`src/rtl/head_seq.sv`:
```
// ============================================================================
//  Module   : head_seq
//  Purpose  : Instruction sequencer. Fetches, decodes and issues memory and
//             compute operations, with a bounded wait on the compute array.
//  Revision : 1.0
// ============================================================================
`default_nettype none

module head_seq #(
    parameter int PC_W    = 8,
    parameter int ADDR_W  = 8,
    parameter int OP_W    = 8,
    parameter int TIMEOUT = 64
) (
    input  logic                     clk,
    input  logic                     rst,
    input  logic                     start,
    output logic [PC_W-1:0]          imem_addr,
    input  logic [ADDR_W+OP_W-1:0]   imem_data,
    output logic                     mem_rd,
    output logic                     mem_wr,
    output logic [ADDR_W-1:0]        mem_addr,
    output logic                     acc_load,
    output logic [OP_W-1:0]          op,
    output logic                     exec_start,
    input  logic                     exec_done,
    output logic                     busy,
    output logic                     halted,
    output logic                     err,
    output logic [PC_W-1:0]          pc
);

    localparam int CNT_W = 16;

    typedef enum logic [2:0] {
        S_IDLE   = 3'd0,
        S_FETCH  = 3'd1,
        S_DECODE = 3'd2,
        S_ACCESS = 3'd3,
        S_WB     = 3'd4,
        S_EXEC   = 3'd5,
        S_HALT   = 3'd6
    } state_t;

    state_t              r_state;
    state_t              w_state_n;
    logic [PC_W-1:0]     r_pc,        w_pc_n;
    logic [PC_W-1:0]     r_imem_addr, w_imem_addr_n;
    logic [ADDR_W-1:0]   r_mem_addr,  w_mem_addr_n;
    logic [OP_W-1:0]     r_op,        w_op_n;
    logic                r_mem_rd,    w_mem_rd_n;
    logic                r_mem_wr,    w_mem_wr_n;
    logic                r_acc_load,  w_acc_load_n;
    logic                r_exec_start, w_exec_start_n;
    logic                r_busy,      w_busy_n;
    logic                r_halted,    w_halted_n;
    logic                r_err,       w_err_n;
    logic [CNT_W-1:0]    r_cnt,       w_cnt_n;

    logic [OP_W-1:0]     w_dec_op;
    logic [ADDR_W-1:0]   w_dec_addr;
    logic [PC_W-1:0]     w_pc_inc;
    logic [PC_W-1:0]     w_jmp_tgt;
    logic                w_dec_is_rd;
    logic                w_dec_is_exec;
    logic                w_op_is_exec;

    assign w_dec_op   = imem_data[OP_W-1:0];
    assign w_dec_addr = imem_data[ADDR_W+OP_W-1:OP_W];
    assign w_pc_inc   = r_pc + {{(PC_W-1){1'b0}}, 1'b1};

    assign w_dec_is_rd   = (w_dec_op == OP_W'(1)) || (w_dec_op == OP_W'(2)) ||
                           (w_dec_op == OP_W'(3));
    assign w_dec_is_exec = (w_dec_op >= OP_W'(5)) && (w_dec_op <= OP_W'(8));
    assign w_op_is_exec  = (r_op >= OP_W'(5)) && (r_op <= OP_W'(8));

    // Jump target is the low PC_W bits of the address field, zero-extended if narrower
    generate
        if (ADDR_W >= PC_W) begin : g_jmp_trunc
            assign w_jmp_tgt = r_mem_addr[PC_W-1:0];
        end else begin : g_jmp_ext
            assign w_jmp_tgt = {{(PC_W-ADDR_W){1'b0}}, r_mem_addr};
        end
    endgenerate

    always_comb begin
        w_state_n      = r_state;
        w_pc_n         = r_pc;
        w_imem_addr_n  = r_imem_addr;
        w_mem_addr_n   = r_mem_addr;
        w_op_n         = r_op;
        w_mem_rd_n     = 1'b0;
        w_mem_wr_n     = 1'b0;
        w_acc_load_n   = 1'b0;
        w_exec_start_n = 1'b0;
        w_err_n        = r_err;
        w_cnt_n        = r_cnt;

        case (r_state)
            S_IDLE, S_HALT: begin
                if (start) begin
                    w_pc_n    = '0;
                    w_err_n   = 1'b0;
                    w_state_n = S_FETCH;
                end
            end
            S_FETCH: begin
                w_state_n = S_DECODE;
            end
            S_DECODE: begin
                // Strobes are registered, so they are decided here to be high during ACCESS
                w_op_n         = w_dec_op;
                w_mem_addr_n   = w_dec_addr;
                w_mem_rd_n     = w_dec_is_rd;
                w_mem_wr_n     = (w_dec_op == OP_W'(4));
                w_exec_start_n = w_dec_is_exec;
                w_state_n      = S_ACCESS;
            end
            S_ACCESS: begin
                if (r_op == {OP_W{1'b1}}) begin
                    w_state_n = S_HALT;
                end else if (r_op == OP_W'(3)) begin
                    w_acc_load_n = 1'b1;
                    w_state_n    = S_WB;
                end else if (w_op_is_exec) begin
                    w_cnt_n   = '0;
                    w_state_n = S_EXEC;
                end else if (r_op == OP_W'(9)) begin
                    w_pc_n    = w_jmp_tgt;
                    w_state_n = S_FETCH;
                end else begin
                    w_pc_n    = w_pc_inc;
                    w_state_n = S_FETCH;
                end
            end
            S_WB: begin
                w_pc_n    = w_pc_inc;
                w_state_n = S_FETCH;
            end
            S_EXEC: begin
                // exec_done wins over a timeout landing in the same cycle
                if (exec_done) begin
                    w_pc_n    = w_pc_inc;
                    w_state_n = S_FETCH;
                end else if (r_cnt == CNT_W'(TIMEOUT - 1)) begin
                    w_err_n   = 1'b1;
                    w_state_n = S_HALT;
                end else begin
                    w_cnt_n = r_cnt + {{(CNT_W-1){1'b0}}, 1'b1};
                end
            end
            default: begin
                w_state_n = S_IDLE;
            end
        endcase

        if (w_state_n == S_FETCH) begin
            w_imem_addr_n = w_pc_n;
        end

        w_busy_n   = (w_state_n != S_IDLE) && (w_state_n != S_HALT);
        w_halted_n = (w_state_n == S_HALT);
    end

    always_ff @(posedge clk) begin
        if (rst) begin
            r_state      <= S_IDLE;
            r_pc         <= '0;
            r_imem_addr  <= '0;
            r_mem_addr   <= '0;
            r_op         <= '0;
            r_mem_rd     <= 1'b0;
            r_mem_wr     <= 1'b0;
            r_acc_load   <= 1'b0;
            r_exec_start <= 1'b0;
            r_busy       <= 1'b0;
            r_halted     <= 1'b0;
            r_err        <= 1'b0;
            r_cnt        <= '0;
        end else begin
            r_state      <= w_state_n;
            r_pc         <= w_pc_n;
            r_imem_addr  <= w_imem_addr_n;
            r_mem_addr   <= w_mem_addr_n;
            r_op         <= w_op_n;
            r_mem_rd     <= w_mem_rd_n;
            r_mem_wr     <= w_mem_wr_n;
            r_acc_load   <= w_acc_load_n;
            r_exec_start <= w_exec_start_n;
            r_busy       <= w_busy_n;
            r_halted     <= w_halted_n;
            r_err        <= w_err_n;
            r_cnt        <= w_cnt_n;
        end
    end

    assign imem_addr  = r_imem_addr;
    assign mem_rd     = r_mem_rd;
    assign mem_wr     = r_mem_wr;
    assign mem_addr   = r_mem_addr;
    assign acc_load   = r_acc_load;
    assign op         = r_op;
    assign exec_start = r_exec_start;
    assign busy       = r_busy;
    assign halted     = r_halted;
    assign err        = r_err;
    assign pc         = r_pc;

endmodule

`default_nettype wire
```
`config.mk`:
```
export PLATFORM = sky130hd
export DESIGN_NAME = head_seq
export DESIGN_NICKNAME = d
export VERILOG_FILES = /design/src/rtl/head_seq.sv
export SDC_FILE = /design/constraint.sdc
export NUM_CORES = 1
export LEC_CHECK = 0
export ABC_AREA = 1
export BUFFER_PORTS_ARGS = -buffer_cell sky130_fd_sc_hd__buf_2
export CORE_MARGIN = 5
export CORE_UTILIZATION = 30
export DETAILED_ROUTE_END_ITERATION = 8
export SETUP_SLACK_MARGIN = 0.5
export SYNTH_ARGS = -nofsm -noshare
export SYNTH_HDL_FRONTEND = slang
export SYNTH_SLANG_ARGS = --single-unit
```
`constraint.sdc`:
```
create_clock -name clk -period 1.5 [get_ports clk]
set_input_delay 0.15 -clock clk [delete_from_list [all_inputs] [get_ports clk]]
set_output_delay 0.15 -clock clk [all_outputs]
set_load 0.01 [all_outputs]
```
* After elaboration in Yosys (flattened, before gate mapping)
Index checks and enable logic that the tools add are counted.
** Cells by class
- Reduce and logical (&&, ||, !) cells :: 14
- Equal/unequal tests :: 24
- Bitwise operators :: 2
- Multiplexer cells :: 25
- Add/subtract/negate cells :: 2
- $lt $le $gt $ge :: 4
** Operators by type and width (number)
- 16-bit 2-to-1 mux :: 5
- 8-bit 2-to-1 mux :: 6
- 16-bit one-hot mux with 2 select lines :: 1
- 8-bit one-hot mux with 4 select lines :: 1
- 8-bit by 2-bit equality test with 1-bit output (second input constant) :: 3
- 3-bit 2-to-1 mux :: 6
- 3-bit one-hot mux with 6 select lines :: 1
- 16-bit by 1-bit adder with 16-bit output (second input constant) :: 1
- 16-bit by 6-bit equality test with 1-bit output (second input constant) :: 1
- 8-bit by 3-bit greater-or-equal comparator with 1-bit output (second input constant) :: 2
- 8-bit by 4-bit <= comparator with 1-bit output (second input constant) :: 2
- 2-bit != test (second input constant) :: 7
- 3-bit equality test (second input constant) :: 4
- 8-bit by 1-bit adder with 8-bit output (second input constant) :: 1
- 8-bit by 1-bit equality test with 1-bit output (second input constant) :: 1
- 8-bit by 3-bit equality test with 1-bit output (second input constant) :: 1
- 8-bit by 4-bit equality test with 1-bit output (second input constant) :: 1
- 8-bit equality test (second input constant) :: 1
- 3-bit by 1-bit equality test with 1-bit output (second input constant) :: 2
- 3-bit by 2-bit equality test with 1-bit output (second input constant) :: 2
- 6-bit AND reduction :: 1
- 1-bit 2-to-1 mux :: 4
- 4-bit AND reduction :: 1
- 2-bit nonzero test :: 2
- other kinds (9) :: 14
** Storage, ports and cells
- Bits of input ports :: 20
- Register bits :: 58
- Logic and storage cells :: 84

* Longest topological paths before layout
Gate-level depths: netlist of run 1.
- Word-level depth :: 8
- Gate-level depth with buffers :: 14

* Worst setup path after synthesis of run 1
Ideal clock, no wire load.
- Kind :: register to register
- Start :: register r_cnt[0]
- End :: register r_cnt[5]
- Period minus slack after synthesis :: 1.570 ns
- Stages on the path, launching flop included :: 14
- Data required time :: 1.429 ns
- Setup time :: 0.071 ns
- Data arrival time :: 1.499 ns
- Slack :: -0.070 ns
- Cell sequence :: dfxtp_1 ha_1 nand2_1 inv_1 nand3_1 nor2_1 nand2_1 nand2_1 nand2_2 nand2_2 buf_6 buf_8 nand2_2 a21oi_2
** Between the ends
- Cells in the longest elaborated chain, start to end :: 4
- Elaborated cells on any way between the ends :: 7
** RTL lines
- from (decl) :: RTL line 58 : logic [CNT_W-1:0] r_cnt, w_cnt_n;
- from (signal assigned) :: RTL line 193 : r_cnt <= w_cnt_n;
- 16-bit by 1-bit adder with 16-bit output :: RTL line 149 : w_cnt_n = r_cnt + {{(CNT_W-1){1'b0}}, 1'b1};
- 16-bit 2-to-1 mux :: RTL line 145 : end else if (r_cnt == CNT_W'(TIMEOUT - 1)) begin
- 16-bit 2-to-1 mux :: RTL line 142 : if (exec_done) begin
- 16-bit one-hot mux with 2 select lines :: RTL line 99 : case (r_state)
Several ways; a longest one is shown, not always the timed one. The select of a mux whose other input is x is not followed.
A chain may end at the register's enable or synchronous reset.

* Final worst setup path of run 1
- Start :: register r_cnt[1]
- End :: register r_cnt[0]
** Between the ends
- Cells in the longest elaborated chain, start to end :: 3
** RTL lines (RTL line)
- 16-bit by 6-bit equality test with 1-bit output :: 145
- 2-bit != test (no source line)
- 6-bit AND reduction (no source line)
Every way passes these cells.

==> results.md, run 1 <==
- Status: finished, violations left
- Failing checks: setup timing
- RSZ-0062 raised after global routing: yes
- Average size of a mapped cell: 6.64 um2
- Synth top area share: 35.4%
- Nets@finish: 679
- Final critical-path share of the clock period: 107%
- Final WS setup: -98.1 ps
- Clk buf depth: 2
- Clk slew on worst S/H paths: 80 ps
- Area of the core: 0.0108 mm2
- Share of cells above drive strength 1: 58.8%
- IO Pins: 59
- Register area share after synthesis: 35.4%
- Synth Warn #: 0
- Row count: 38
- Sinks on the clock net: 58
- CTS Buf Count: 9
- Antenna violations before repair: 0
- Synth top area cells: dfxtp_1 (35%), nand2_1 (14%), nor2_1 (6.2%)
- Post-synthesis cell count: 495
- Max cap viols: 0
- Fin crit period: 1600 ps
- Wire length per cell: 13.5 um
- Mapped Area: 0.00328 mm2
- GPL Wtd Cong: 0.855
- Port bufs: 58
- Slew HR: 66.5%
- Endpoints failing setup: 27
- Largest net degree at the start of global routing: 33
- Detailed placement HPWL: 6870 um
- Worst slew pin tran: 503 ps
- Most common cell after layout, fill and taps aside: nand2_1
- Critical Path RT: 1770 ps
- Fin area: 0.00571 mm2
- Yosys top cell by area: dfxtp_1
- Post-synth net total: 517
- Fill count: 948
- Post-Route WL: 10,900 um
- Yosys reg bits: 58
- GRT overflow: 0
- Most frequent cells in the layout: nand2_1 (86), buf_4 (66), buf_6 (59)
- Layout Skew: 10.8 ps
- Max Clock Freq: 626 MHz
- Worst hold margin: 31.2 ps
- Pins Over Slew Limit: 0
- Post-route insts no fill: 802
- First-pass GRT wire length: 17,000 um
- Crit path arrival time: 1870 ps
- Pre-CTS setup slack: -115 ps
- Die height: 115 um
- DR vias: 3,782
- Crit-path max FO: 6
- Initial Util: 30.4%
- First-pass detailed-route iteration total: 4
- Leak pwr: 2.48 nW
- Post-synth cell types: 32
- VDD IR-drop max: 0.614 mV
- Critical path endpoint category: flip-flop
- Final Hold Fails: 0
- Clock latency on the worst-skew pair: 350 ps
- Area growth syn-to-layout: 73.9%
- Die area: 0.0131 mm2
- Setup CP Type: flip-flop to flip-flop
- Type of the tightest min-delay check: primary input to flip-flop
- H-tree Lvls: 3
- GRT Util Overall: 15.8%
- Horiz. Die Dim: 115 um
- Antenna diodes: 0
- Startpoint types: flip-flop
- Drt first-iter violations: 155
- CTS tree: done
- DP Area: 0.00432 mm2
- # DRC: 0
- Clock root buffer: clkbuf_8
- Power Dens Cells: 1030 mW/mm2
- DP Cell Count: 748
- Antenna viol nets, final: 0
- Vias in the first global route: 3,794
- Number of vias per cell: 4.72
-- cells in the mapped netlist --
library cell  count
o21ai_0          23
nor3b_1           1
nand2_2          19
nor4_1            2
xor2_1            9
clkbuf_1         10
nand2_1         121
nor2_2            6
a21oi_2          10
inv_1            52
nor2_4            2
ha_1              2
or2_0             1
dfxtp_1          58
nand3_1          38
a21oi_1          39
nand3_2           2
nand3b_4          1
nand4_1           6
buf_6             2
a31oi_1           3
buf_8             1
nor2_1           54
nor2_8            1
xnor2_1           2
a211oi_1          2
nand2_4           1
nand3_4           1
o21ai_1           2
inv_2            11
nor3_1           11
buf_4             2
-- power breakdown --
part	leakage [nW]	switching, mW	internal (mW)
Sequential	0.492	0.183	1.73
Clock	0.0859	0.722	0.660
Combinational	1.90	1.34	1.25
Total	2.48	2.24	3.65
-- cells by family (layout without fill, tap and decap cells) --
group	Yosys count	count (layout)	share of synthesized area [%]
simple gates	267	267	37.6
compound gates	79	79	13.4
buf+inv	78	245	9.94
flops	58	58	35.4
xor+xnor	11	11	2.93
fa+ha+maj	2	2	0.762
-- critical path, cell delays in order, from the launching register on --
cell and delay (ps):
dfxtp_2 340, ha_4 160, nand2_2 50, inv_2 40, nand3_2 40, nor2_1 40, nand2_1 110, nand2_2 100
nand2_4 120, nand2_8 80, buf_6 120, or2_0 190, a21oi_1 120
-- layout make-up --
cell class	instances	area (um2)	area share, %
Multi-Input combinational cell	359	2380	41.7
Timing Repair Buffer	166	1450	25.4
Sequential cell	58	1250	21.8
Inverter	63	269	4.71
Tap cell	140	175	3.07
Clock buffer	10	138	2.41
Clock inverter	6	48.8	0.855
-- worst paths after layout --
kind                                     from            to  slack [ps]  cells after the start
worst max-delay path                 r_cnt[1]      r_cnt[0]        -100                     12
worst min-delay path            imem_data[15]   mem_addr[7]          30                      3
worst max register to register       r_cnt[1]      r_cnt[0]        -100                     12
worst min register to register   imem_addr[4]  imem_addr[4]         470                      2
-- flip-flops by register name (all words and copies together) (netlist names) --
register and flops:
err 1, mem_addr 8, acc_load 1, mem_rd 1, halted 1, exec_start 1, pc 8, r_state 3
r_cnt 16, imem_addr 8, op 8, busy 1, mem_wr 1
-- through the flow --
stage / util, % / TNS (ps) / power (mW)
2_1_floorplan: - / 0 / 2.99
3_3_place_gp: 40.0 / -992 / 3.52
3_5_place_dp: 40.0 / -2060 / 3.54
4_1_cts: 48.0 / -692 / 5.48
5_1_grt: 52.9 / -4150 / 6.20
6_report: 52.9 / -1030 / 5.89
-- metal layers --
metal  global-route usage (%)  wire length [um]  vias up
li1                         -                 -     1911
met1                     18.3              4450     1766
met2                     27.7              5740       91
met3                     4.97               509       14
met4                     4.83               162        0
met5                        0                 0        -
-- timing repair --
item / 4_1_cts / 5_1_grt
hold endpoints to repair: 1 / 0
resized for setup: 127 / 113
pin swaps: 24 / 33
endpoints found under the setup margin: 80 / 86
hold buffers: 1 / 0
gates cloned: 1 / 1
setup buffers: 21 / 14
(Power assumes the default switching activity.)
==> inputs of run 2 (changes only) <==
--- a/config.mk
+++ b/config.mk
@@ -11,2 +11,3 @@
 export CORE_UTILIZATION = 30
+export CTS_BUF_LIST = sky130_fd_sc_hd__clkbuf_16
 export DETAILED_ROUTE_END_ITERATION = 8
--- a/constraint.sdc
+++ b/constraint.sdc
@@ -3,2 +3,2 @@
 set_output_delay 0.15 -clock clk [all_outputs]
-set_load 0.01 [all_outputs]
+set_load 0.005 [all_outputs]
==> run 2 against run 1 <==
Effect of this change: the flow still finishes with violations (setup timing); via count rose by 1.0%; sequential cell count is the same; largest cell class unchanged; register-to-register slack about the same; first-iteration DRC count grew 9.0%; non-clock buffer count up 3; count of clock-buffer cells in the layout shrank 1; sequential power is essentially flat; cell area is 0.94% lower; die area is the same.
==> results.md, run 2 (synthesis gave the netlist of run 1 again) <==
- Row count: 38 (unchanged)
- Status: finished, violations left
- Power Dens Cells: 1130 mW/mm2 (+9.6%)
- Drt first-iter violations: 169 (+9.0%)
- Endpoints failing setup: 29 (+7.4%)
- Worst hold path stage count: 2 (-1)
- Layout Skew: 10.4 ps (-0.313 ps)
- Worst Path Buf+Inv: 4 (+2)
- Crit path arrival time: 1790 ps (-80 ps)
- Area of the core: 0.0108 mm2 (unchanged)
- Clk slew on worst S/H paths: 60 ps (-20 ps)
- CTS Buf Count: 9 (unchanged)
- Wire length per cell: 13.5 um (-0.11%)
- Die area: 0.0131 mm2 (unchanged)
- Critical path endpoint category: flip-flop
- Horiz. Die Dim: 115 um (unchanged)
- Max cap viols: 0 (unchanged)
- Clock root buffer: clkbuf_16
- CP cell instances: inv_2, nand2_4, nor2_8, nand2_4, nand2_4, buf_6, nor2_1, buf_4, buf_6, a31oi_4, a21oi_1
- Worst slew pin tran: 483 ps (-19.3 ps)
- CP max stage cell: dfxtp_2
- Fin crit period: 1590 ps (-4.66 ps)
- Antenna diodes: 0 (unchanged)
- Antenna viol nets, final: 0 (unchanged)
- CP delay by family, top: buffers and inverters
- Fin area: 0.00566 mm2 (-0.94%)
- Post-Route WL: 10,900 um (+0.39%)
- DP Area: 0.00434 mm2 (+0.58%)
- Clk buf depth: 2 (unchanged)
- Area growth syn-to-layout: 72.2%
- GPL Wtd Cong: 0.865 (+1.1%)
- Flop-to-flop setup slack: -90 ps (about the same)
- VDD IR-drop max: 0.614 mV (about the same)
- RSZ-0062 raised after global routing: yes
- Clock latency on the worst-skew pair: 330 ps (-20 ps)
- Share of cells above drive strength 1: 54.7% (-4.1 points)
- # DRC: 0 (unchanged)
- Nets@finish: 683 (+0.59%)
- Critical Path Max Stage Delay: 340 ps (about the same)
- R2R cell count: 11 (-1)
- Most frequent cells in the layout: nand2_1 (90), buf_4 (74), buf_2 (45)
- CTS tree: done
- GRT overflow: 0 (unchanged)
- H-tree Lvls: 3 (unchanged)
- Top reg by flops: r_cnt
- Max FFs per register: 16 (unchanged)
- Startpoint types: flip-flop
- Fill count: 962 (+1.5%)
- First-pass detailed-route iteration total: 4 (unchanged)
- Final critical-path share of the clock period: 106% (-0.31 points)
- Critical Path RT: 1700 ps (-70 ps)
- Initial Util: 30.4% (unchanged)
- Failing checks: setup timing
- Slew HR: 67.8% (+1.3 points)
- Sinks on the clock net: 58 (unchanged)
- Port bufs: 58 (unchanged)
- Largest net degree at the start of global routing: 33 (unchanged)
- First-pass GRT wire length: 17,300 um (+1.7%)
- Total power: 6.39 mW (+8.5%)
- Most common cell after layout, fill and taps aside: nand2_1
- Die height: 115 um (unchanged)
- Detailed placement HPWL: 6870 um (about the same)
- Vias in the first global route: 3,851 (+1.5%)
- IO Pins: 59 (unchanged)
- Crit-path max FO: 4 (-2)
- DR vias: 3,820 (+1.0%)
- Antenna violations before repair: 0 (unchanged)
- Critical path depth: 11 (-1)
- Type of the tightest min-delay check: primary input to flip-flop
- Final WS setup: -93.4 ps (+4.66 ps)
- Setup CP Type: flip-flop to flip-flop
- Number of vias per cell: 4.74 (+0.50%)
- Final Hold Fails: 0 (unchanged)
- Leak pwr: 2.51 nW (+1.2%)
- Utilization after layout: 52.4% (-0.50 points)
- Pins Over Slew Limit: 0 (unchanged)
- Max Clock Freq: 628 MHz (+0.29%)
- GRT Util Overall: 16.1% (+0.32 points)
- Most frequent CP cell: nand2_4
==> run 2: changes by cell type in the layout (fill, tap and decap cells not counted), moves of 5 or more <==
cell | before | now
dfxtp_1 | 21 | 33
dfxtp_2 | 21 | 12
clkbuf_8 | 10 | 0
a21oi_2 | 40 | 33
nor2_1 | 38 | 43
inv_2 | 11 | 16
buf_4 | 66 | 74
buf_6 | 59 | 43
a21oi_1 | 9 | 15
buf_2 | 35 | 45
clkbuf_16 | 1 | 9
nor2_2 | 10 | 5
==> run 2: path summary, 6_finish.rpt <==
check / end / startpoint
min: mem_rd / imem_data[2]
min reg2reg: imem_addr[4] / imem_addr[4]
max: imem_addr[4] / op[4]
max reg2reg: imem_addr[4] / op[4]
==> run 2: timing repair <==
| item | 4_1_cts | 5_1_grt |
|---|---|---|
| endpoints found under the hold margin | 0 | 0 |
| hold buffers | 0 | 0 |
| pin swaps | 29 | 38 |
| cloned | 3 | 1 |
| endpoints found under the setup margin | 71 | 76 |
| gates resized for setup | 112 | 73 |
| buffers inserted | 19 | 17 |
==> run 2: cell type report <==
cell class	instances	area [um2]	share of cell area (%)
Clock buffer	9	225	3.98
Tap cell	140	175	3.10
Sequential cell	58	1220	21.7
Clock inverter	7	52.6	0.929
Timing Repair Buffer	169	1420	25.0
Inverter	63	246	4.36
Multi-Input combinational cell	360	2320	41.0
==> run 2: power breakdown <==
part | switching, mW | total [mW] | internal (mW)
combinational | 1.30 | 2.57 | 1.27
sequential | 0.171 | 1.89 | 1.72
clock | 0.800 | 1.93 | 1.13
==> run 2: stage by stage <==
stage                     std cells  setup slack (ps)  setup TNS, ps  hold WS, ps
after global routing            806              -207          -4570         43.6
after CTS                       788             -47.8           -158         26.0
after global placement          750             -64.6           -434          366
after floorplan                 495              5.71              0          228
after detailed placement        750              -102          -1420          385
final                           806             -93.4          -1300         36.7
==> run 2: routing by layer <==
| layer | wire length [um] | global-route usage, % | up-vias |
|---|---|---|---|
| met4 | 208 | 6.18 | 0 |
| met2 | 5840 | 29.8 | 96 |
| met3 | 454 | 3.86 | 20 |
| met5 | 0 | 0 | - |
| met1 | 4410 | 17.6 | 1789 |
| li1 | - | - | 1915 |
==> run 2: worst register-to-register path, stage by stage (launching register included) <==
cell and delay, ps:
dfxtp_2 340, inv_2 80, nand2_4 70, nor2_8 150
nand2_4 80, nand2_4 70, buf_6 90, nor2_1 40
buf_4 150, buf_6 130, a31oi_4 190, a21oi_1 80
